### src/rtl/tx_core_pkg.sv
// Shared types for the byte-serial UART/ISO7816-3 transmit core.
// The GUARD state is only entered when ISO7816_TX_RETRY_EN is defined.
package tx_core_pkg;

    typedef enum logic [2:0] {
        IDLE,
        START,
        DATA,
        PARITY,
        STOP1,
        STOP2,
        GUARD
    } txState_t;

    localparam int BIT_INDEX_WIDTH = 3;
    localparam logic [BIT_INDEX_WIDTH-1:0] LAST_DATA_INDEX = 3'd7;

endpackage

### src/rtl/tx_bit_clock_counter.sv
// Clock divider plus bit-clock counter; both are held at zero while disabled.
// bitEnd marks the last tick of a bit, midBit the tick at clocksPerBit>>1.
module tx_bit_clock_counter #(
    parameter int DIVIDER_WIDTH       = 1,
    parameter int CLOCK_PER_BIT_WIDTH = 13
) (
    input  logic                           clk,
    input  logic                           reset,
    input  logic                           enable,
    input  logic [DIVIDER_WIDTH-1:0]       clkPerCycle,
    input  logic [CLOCK_PER_BIT_WIDTH-1:0] clocksPerBit,
    output logic                           tick,
    output logic                           bitEnd,
    output logic                           midBit
);

    logic [DIVIDER_WIDTH-1:0]       r_divCount;
    logic [CLOCK_PER_BIT_WIDTH-1:0] r_bitCount;

    assign tick   = enable && (r_divCount == clkPerCycle);
    assign bitEnd = tick && (r_bitCount == clocksPerBit);
    assign midBit = tick && (r_bitCount == (clocksPerBit >> 1));

    always_ff @(posedge clk) begin
        if (reset || !enable) begin
            r_divCount <= '0;
            r_bitCount <= '0;
        end else begin
            r_divCount <= tick ? '0 : r_divCount + DIVIDER_WIDTH'(1);
            if (tick) begin
                r_bitCount <= bitEnd ? '0 : r_bitCount + CLOCK_PER_BIT_WIDTH'(1);
            end
        end
    end

endmodule

### src/rtl/tx_core_self_contained.sv
// Byte-serial UART/ISO7816-3 transmitter: holding register, frame FSM, own bit clock.
// Define ISO7816_TX_RETRY_EN to enable error-signal detection and byte retransmission.
module tx_core_self_contained
    import tx_core_pkg::*;
#(
    parameter int   DIVIDER_WIDTH       = 1,
    parameter int   CLOCK_PER_BIT_WIDTH = 13,
    parameter logic START_BIT           = 1'b0,
    parameter logic STOP_BIT1           = 1'b1,
    parameter logic STOP_BIT2           = 1'b1,
    parameter int   MAX_RETRIES         = 4
) (
    input  logic                           clk,
    input  logic                           reset,
    input  logic [7:0]                     dataIn,
    input  logic                           loadDataIn,
    input  logic [DIVIDER_WIDTH-1:0]       clkPerCycle,
    input  logic [CLOCK_PER_BIT_WIDTH-1:0] clocksPerBit,
    input  logic                           stopBit2,
    input  logic                           oddParity,
    input  logic                           msbFirst,
    input  logic                           serialIn,
    output logic                           serialOut,
    output logic                           full,
    output logic                           run,
    output logic                           endOfTx,
    output logic                           errorFlag
);

    txState_t                   r_state;
    logic [7:0]                 r_holdReg;
    logic [7:0]                 r_txByte;
    logic [BIT_INDEX_WIDTH-1:0] r_bitIndex;
    logic                       r_full;
    logic                       r_run;
    logic                       r_serialOut;
    logic                       r_stopBit2;
    logic                       r_oddParity;
    logic                       r_msbFirst;

    logic w_unusedTick;
    logic w_bitEnd;
    logic w_midBit;
    logic w_lastStop;
    logic w_errPending;
    logic w_frameDone;
    logic w_startNew;
    logic w_lineLevel;

    tx_bit_clock_counter #(
        .DIVIDER_WIDTH      (DIVIDER_WIDTH),
        .CLOCK_PER_BIT_WIDTH(CLOCK_PER_BIT_WIDTH)
    ) u_bitClock (
        .clk         (clk),
        .reset       (reset),
        .enable      (r_run),
        .clkPerCycle (clkPerCycle),
        .clocksPerBit(clocksPerBit),
        .tick        (w_unusedTick),
        .bitEnd      (w_bitEnd),
        .midBit      (w_midBit)
    );

`ifdef ISO7816_TX_RETRY_EN
    localparam int RETRY_WIDTH = $clog2(MAX_RETRIES + 1);

    logic                   r_errSeen;
    logic                   r_errorFlag;
    logic [RETRY_WIDTH-1:0] r_retryCount;
    logic                   w_errSample;

    // A receiver signals a parity error by pulling the line low mid-way through STOP1.
    assign w_errSample  = (r_state == STOP1) && w_midBit && !serialIn;
    assign w_errPending = r_errSeen || w_errSample;
    assign errorFlag    = r_errorFlag;
`else
    logic w_unusedRetry;

    assign w_unusedRetry = serialIn ^ w_midBit ^ (MAX_RETRIES == 0);
    assign w_errPending  = 1'b0;
    assign errorFlag     = 1'b0;
`endif

    assign w_lastStop  = (r_state == STOP2) || ((r_state == STOP1) && !r_stopBit2);
    assign w_frameDone = w_bitEnd && w_lastStop && !w_errPending;
    assign w_startNew  = r_full && ((r_state == IDLE) || w_frameDone);

    always_comb begin
        w_lineLevel = STOP_BIT1;
        case (r_state)
            START:   w_lineLevel = START_BIT;
            DATA:    w_lineLevel = r_msbFirst ? r_txByte[LAST_DATA_INDEX - r_bitIndex]
                                              : r_txByte[r_bitIndex];
            PARITY:  w_lineLevel = (^r_txByte) ^ r_oddParity;
            STOP2:   w_lineLevel = STOP_BIT2;
            default: w_lineLevel = STOP_BIT1;
        endcase
    end

    // Later assignments win: frame end and frame start override the per-state steps.
    always_ff @(posedge clk) begin
        if (reset) begin
            r_state     <= IDLE;
            r_holdReg   <= '0;
            r_txByte    <= '0;
            r_bitIndex  <= '0;
            r_full      <= 1'b0;
            r_run       <= 1'b0;
            r_serialOut <= STOP_BIT1;
            r_stopBit2  <= 1'b0;
            r_oddParity <= 1'b0;
            r_msbFirst  <= 1'b0;
`ifdef ISO7816_TX_RETRY_EN
            r_errSeen    <= 1'b0;
            r_errorFlag  <= 1'b0;
            r_retryCount <= '0;
`endif
        end else begin
            r_serialOut <= w_lineLevel;
            if (loadDataIn && !r_full) begin
                r_holdReg <= dataIn;
                r_full    <= 1'b1;
            end
            case (r_state)
                START: if (w_bitEnd) begin
                    r_state    <= DATA;
                    r_bitIndex <= '0;
                end
                DATA: if (w_bitEnd) begin
                    if (r_bitIndex == LAST_DATA_INDEX) r_state <= PARITY;
                    else r_bitIndex <= r_bitIndex + BIT_INDEX_WIDTH'(1);
                end
                PARITY: if (w_bitEnd) r_state <= STOP1;
                STOP1:  if (w_bitEnd && r_stopBit2) r_state <= STOP2;
                default: ;
            endcase
            if (w_frameDone && !r_full) begin
                r_state <= IDLE;
                r_run   <= 1'b0;
            end
`ifdef ISO7816_TX_RETRY_EN
            if (w_errSample) r_errSeen <= 1'b1;
            if (w_bitEnd && w_lastStop && w_errPending) r_state <= GUARD;
            if (w_frameDone) r_retryCount <= '0;
            if ((r_state == GUARD) && w_bitEnd) begin
                r_errSeen <= 1'b0;
                if (r_retryCount == RETRY_WIDTH'(MAX_RETRIES)) begin
                    r_errorFlag  <= 1'b1;
                    r_retryCount <= '0;
                    r_state      <= IDLE;
                    r_run        <= 1'b0;
                end else begin
                    r_retryCount <= r_retryCount + RETRY_WIDTH'(1);
                    r_state      <= START;
                end
            end
            if (w_startNew) r_errSeen <= 1'b0;
`endif
            if (w_startNew) begin
                r_state     <= START;
                r_run       <= 1'b1;
                r_full      <= 1'b0;
                r_txByte    <= r_holdReg;
                r_stopBit2  <= stopBit2;
                r_oddParity <= oddParity;
                r_msbFirst  <= msbFirst;
            end
        end
    end

    assign serialOut = r_serialOut;
    assign full      = r_full;
    assign run       = r_run;
    assign endOfTx   = w_frameDone;

endmodule

### config.mk
export PLATFORM = sky130hd
export DESIGN_NAME = tx_core_self_contained
export DESIGN_NICKNAME = d
export VERILOG_FILES = /design/src/rtl/tx_core_pkg.sv /design/src/rtl/tx_bit_clock_counter.sv /design/src/rtl/tx_core_self_contained.sv
export SDC_FILE = /design/constraint.sdc
export NUM_CORES = 1
export LEC_CHECK = 0
export CORE_ASPECT_RATIO = 1.1
export CORE_UTILIZATION = 30
export CTS_BUF_LIST = sky130_fd_sc_hd__clkbuf_8 sky130_fd_sc_hd__clkbuf_16
export CTS_CLUSTER_SIZE = 30
export DETAILED_ROUTE_END_ITERATION = 7
export PLACE_DENSITY = 0.52
export SYNTH_ARGS = -nofsm -noshare
export SYNTH_HDL_FRONTEND = slang
export SYNTH_SLANG_ARGS = --single-unit
### constraint.sdc
create_clock -name clk -period 3.1 [get_ports clk]
set_clock_uncertainty 0.1 [all_clocks]
set_input_delay 0.93 -clock clk [delete_from_list [all_inputs] [get_ports clk]]
set_output_delay 0.93 -clock clk [all_outputs]
set_load 0.03 [all_outputs]
# After elaboration in Yosys (flattened, before gate mapping)
# Index checks and enable logic that the tools add are counted.
# classes
muxes,21
bitwise_logic,1
magnitude_cmp,2
eq_ne,19
reduce_logical,26
addsub,4
# op_table
op,n
$mux W3,8
$add A13 B1 Y13 const B,1
$eq A13 B13 Y1,1
$mux W13,1
$ne A4 B3 Y1 const B,3
$pmux W3 S4,1
$reduce_and A6 Y1,2
$eq A3 B3 Y1 const B,3
$logic_and A1 B1 Y1,8
$lt A3 B4 Y1 const B,2
$ne A2 B1 Y1 const B,4
$reduce_xor A8 Y1,1
$mux W1,7
$bmux W1 S3,2
$eq A3 B2 Y1 const B,2
$pmux W3 S2,1
$reduce_bool A6 Y1,1
$ne A2 B2 Y1 const B,2
$ne A4 B2 Y1 const B,1
$ne A4 B4 Y1 const B,1
$reduce_and A4 Y1,1
$reduce_bool A2 Y1,2
$reduce_bool A4 Y1,1
$reduce_or A2 Y1,2
11 further kinds,15
# totals
inputBits,29
wordCells,86
register_bits,42
out_inout_bits,5

# Longest topological paths before layout
# Gate-level depths: netlist of run 1.
# logic_depth
ltp_word,8
depth_mapped,7
ltp_nobuf,7

# By module
# Synthesis of run 1 repeated with hierarchy kept, for this count alone.
# hier_totals
hier_cells,281
area_unflattened_um2,2517.4
# modules_own_cells
module,instances,area_per_inst_um2,cells_each,seq_area_each_um2
tx_core_self_contained,1,1515.2,167,560.5
tx_bit_clock_counter,1,1002.2,114,280.3

# Worst setup path after synthesis of run 1
# OpenSTA, ideal clock, no wires.
# synth_path
kind,input -> output
from,input clkPerCycle
to,output endOfTx
stages,4
t_required_ps,2070
n_path_buf,0
arrival_ps,2200
path_slack_ps,-130
cell_sequence,xnor2_2 nand4_2 nor4_2 and3_1
# synth_via
elab_chain_len,4
# synth_lines
element,line_no,source
"start, declared",tx_core_self_contained.sv:17,"input logic [DIVIDER_WIDTH-1:0] clkPerCycle,"
$eq A1 B1 Y1,tx_bit_clock_counter.sv:20,assign tick = enable && (r_divCount == clkPerCycle);
$logic_and A1 B1 Y1,tx_bit_clock_counter.sv:20,
$logic_and A1 B1 Y1,tx_bit_clock_counter.sv:21,assign bitEnd = tick && (r_bitCount == clocksPerBit);
$logic_and A1 B1 Y1,tx_core_self_contained.sv:85,assign w_frameDone = w_bitEnd && w_lastStop && !w_errPending;
"end, declared",tx_core_self_contained.sv:26,"output logic endOfTx,"
# Every way passes these cells.

# Worst setup path in the final report of run 1
# layout_path
from,input clocksPerBit[5]
to,output endOfTx
# layout_via
elab_chain_len,3
# layout_lines
element,line_no,source
"start, declared",tx_core_self_contained.sv:18,"input logic [CLOCK_PER_BIT_WIDTH-1:0] clocksPerBit,"
$eq A13 B13 Y1,tx_bit_clock_counter.sv:21,
$logic_and A1 B1 Y1,tx_bit_clock_counter.sv:21,
$logic_and A1 B1 Y1,tx_core_self_contained.sv:85,
# Every way passes these cells.

==> results of run 1 <==
## power breakdown
group	total (mW)	internal, mW	switching [mW]
registers	0.573	0.557	0.0158
clock network	0.425	0.235	0.191
logic	0.180	0.105	0.0748
total	1.18	0.897	0.281
## synth_stat cells (2+ instances only)
cell type  instances
a21oi_1           11
and3_1             3
buf_6              3
clkbuf_1           6
dfxtp_1           42
ha_1               3
inv_1              2
mux2i_1           20
mux4_2             4
nand2_1           10
nand2b_1          27
nand3_1            5
nand4_1            6
nor2_1            28
nor2b_1            2
nor3_1             4
nor3b_1            5
o21ai_0            6
or3_1              2
xnor2_1           26
xor2_1             4
## state kept, by name, summed over array words and instances, names as in the netlist
register and count:
run 1, r_bitIndex 3, u_bitClock.r_divCount 1, r_holdReg 8, r_stopBit2 1, r_state 3, r_txByte 8, r_oddParity 1
serialOut 1, full 1, u_bitClock.r_bitCount 13, r_msbFirst 1
## stage by stage
step	TNS [ns]	hold WS (ns)	utilization
final	0	0.376	0.400
after global routing	-0.0679	0.402	0.400
after CTS	-0.0309	0.379	0.389
after detailed placement	-2.08	0.367	0.367
after global placement	-1.86	0.358	0.367
after floorplan	0	0.347	-
## cells by family after synthesis
family          share of synthesized area
compound gates                     0.0585
xor+xnor                            0.132
other cells                       0.00164
fa+ha+maj                          0.0164
flops                               0.367
buf+inv                            0.0394
simple gates                        0.253
mux                                 0.132
## cell type report
class	instances	area [µm²]	area share
clock buffers	5	68.8	0.0231
clock inverters	3	37.5	0.0126
inverters	2	7.51	0.00252
multi-input cells	187	1460	0.489
flip-flops and latches	42	841	0.283
well taps	87	109	0.0366
repair buffers	50	455	0.153
## critical path, stage by stage
cell	delay, ns
buf_6	0.10
xnor2_2	0.12
nand4_1	0.21
nor4_4	0.33
and3_4	0.22
buf_6	0.12
## per-layer routing
metal | track usage | wire [µm]
met5 | 0 | 0
met4 | 0.0417 | 64
met3 | 0.0327 | 128
met2 | 0.213 | 2230
met1 | 0.142 | 2090
## worst min path at each step
stage	from	endpoint	slack (ns)	depth (start not counted)
after floorplan	r_holdReg[6]$_SDFFE_PP0P_	r_txByte[6]$_SDFFE_PP0P_	0.35	2
after global placement	r_holdReg[7]$_SDFFE_PP0P_	r_txByte[7]$_SDFFE_PP0P_	0.36	2
after detailed placement	r_holdReg[1]$_SDFFE_PP0P_	r_txByte[1]$_SDFFE_PP0P_	0.37	2
after CTS	r_holdReg[1]$_SDFFE_PP0P_	r_txByte[1]$_SDFFE_PP0P_	0.38	2
after global routing	r_holdReg[7]$_SDFFE_PP0P_	r_txByte[7]$_SDFFE_PP0P_	0.40	2
final	r_holdReg[6]$_SDFFE_PP0P_	r_txByte[6]$_SDFFE_PP0P_	0.38	2
## repair_timing
action / in CTS / in global routing
setup buffers: 5 / 1
endpoints found under the setup margin: 1 / 1
resized for setup: 52 / 17
pin swaps: 20 / 12
==> run_results.csv, run 1 <==
group,metric,value,unit
timing,final_hold_viol_count,0,
timing,slew_viol_final,0,
worst_setup_path,cp-end-kind,"output port",
layout,diodes,0,
route,drt-initial-drc-count,76,
worst_setup_path,setup.worst_path.start,"clocksPerBit[5]",
clock_tree,cts_tree,"built",
layout,final_cell_mix,"42 x dfxtp_1, 28 x nor2_1, 27 x nand2b_1",
pwr,power.leakage,1.13,nW
worst_setup_path,worstPathArrival,2.03,ns
synthesis,ys_types,45,
synthesis,synthArstFlopShare,0,
placement,placed_area,2730,µm²
placement,port_buffers,31,
worst_setup_path,worstSetupStartpointType,"primary input",
die,dieArea,7980,µm²
route,vias,1729,
layout,final_common_cell,"dfxtp_1",
global_route,antenna_found_initial,0,
layout,synthToLayoutAreaGrowth,30.0,%
timing,fmax,0.326,GHz
worst_setup_path,crit_fanout,2,
layout,layout.cells.non_filler,376,
synthesis,avgSynthCellArea,9.42,µm²
placement,dp_cells,362,
status,status,"complete, no violations",
global_route,grt_max_degree,41,
synthesis,syn-instance-count,243,
global_route,grt_pass1_vias,1602,
clock_tree,hold_buffers,0,
worst_setup_path,r2r-end,"r_state[0]$_SDFFE_PP0P_",
worst_setup_path,rr_worst_depth,7,
die,die_x,85.3,µm
clock_tree,cts_buffer_depth,2,
worst_setup_path,cp-endpoint,"endOfTx",
global_route,gr-total-overflow,0,
placement,routabilityCongestion,0.712,
pwr,ir_drop,0.209,mV
route,ant_nets,0,
synthesis,synth_edf_count,0,
route,drt-wirelength-per-cell,12.0,µm
layout,n_fill_cell,747,
die,io_pins,34,
route,drtPass1Iterations,4,
worst_setup_path,crit_required,2.07,ns
clock_tree,clkSlewWorstSetupHoldPaths,0.08,ns
worst_setup_path,path_class,"primary input to output port",
synthesis,ys_seq_area_frac,0.367,
layout,final_cell_area,2980,µm²
pwr,p_per_area,396,nW/µm²
route,routed_wirelength,4.52,mm
worst_setup_path,r2r_slack,0.72,ns
die,die-height,93.6,µm
die,rows,33,
worst_hold_path,hold_class,"register to register",
global_route,grtUsageTotal,0.121,
placement,pre_cts_ws,-0.427,ns
placement,dp.final_hpwl,3.30,mm
clock_tree,clk_latency,0.29,ns
timing,setup_ws,0.0361,ns
timing,fin_crit,3.06,ns
layout,drive_gt1_frac,0.211,
clock_tree,cts_buffers,5,
synthesis,synth_seq_cells,42,
pwr,totalPowerFinal,1.18,mW
synthesis,synth_fp_nets,275,
die,core_region_area,7430,µm²
route,drc,0,
layout,finalNetCount,320,
timing,finalSetupViolCount,0,
global_route,grt_pass1_wl,7.47,mm
synthesis,syn_area,2290,µm²
job,max_cap_viol_count,0,
synthesis,yosysWarnings,0,
synthesis,ys.flop_type,"dfxtp_1",
route,vias_per_cell,4.60,
timing,period_share,0.988,
clock_tree,cts_root_buffer,"clkbuf_8",
die,start_util,0.308,
timing,rsz0062_at_grt,"true",
worst_setup_path,rr_startpoint,"u_bitClock.r_bitCount[4]$_SDFFE_PP0P_",
clock_tree,htree_num_levels,2,
clock_tree,cts_sinks,42,
synthesis,synth_top_area_share,0.367,
synthesis,yosysTopAreaCell,"dfxtp_1",
synthesis,yosys-top-cells-area,"dfxtp_1 37%, xnor2_1 10%, mux2i_1 8.7%",
Note: power is estimated with default switching activity, not from simulation.
==> inputs of run 2 (changes only) <==
- HOLD_SLACK_MARGIN: not set -> 0.15
==> results of run 2 <==
No change in the layout: final DEF, timing and power equal those of run 1.
==> inputs of run 3 (changes only) <==
- SLEW_MARGIN: not set -> 25
==> results of run 3 <==
No change in the layout: final DEF, timing and power equal those of run 1.
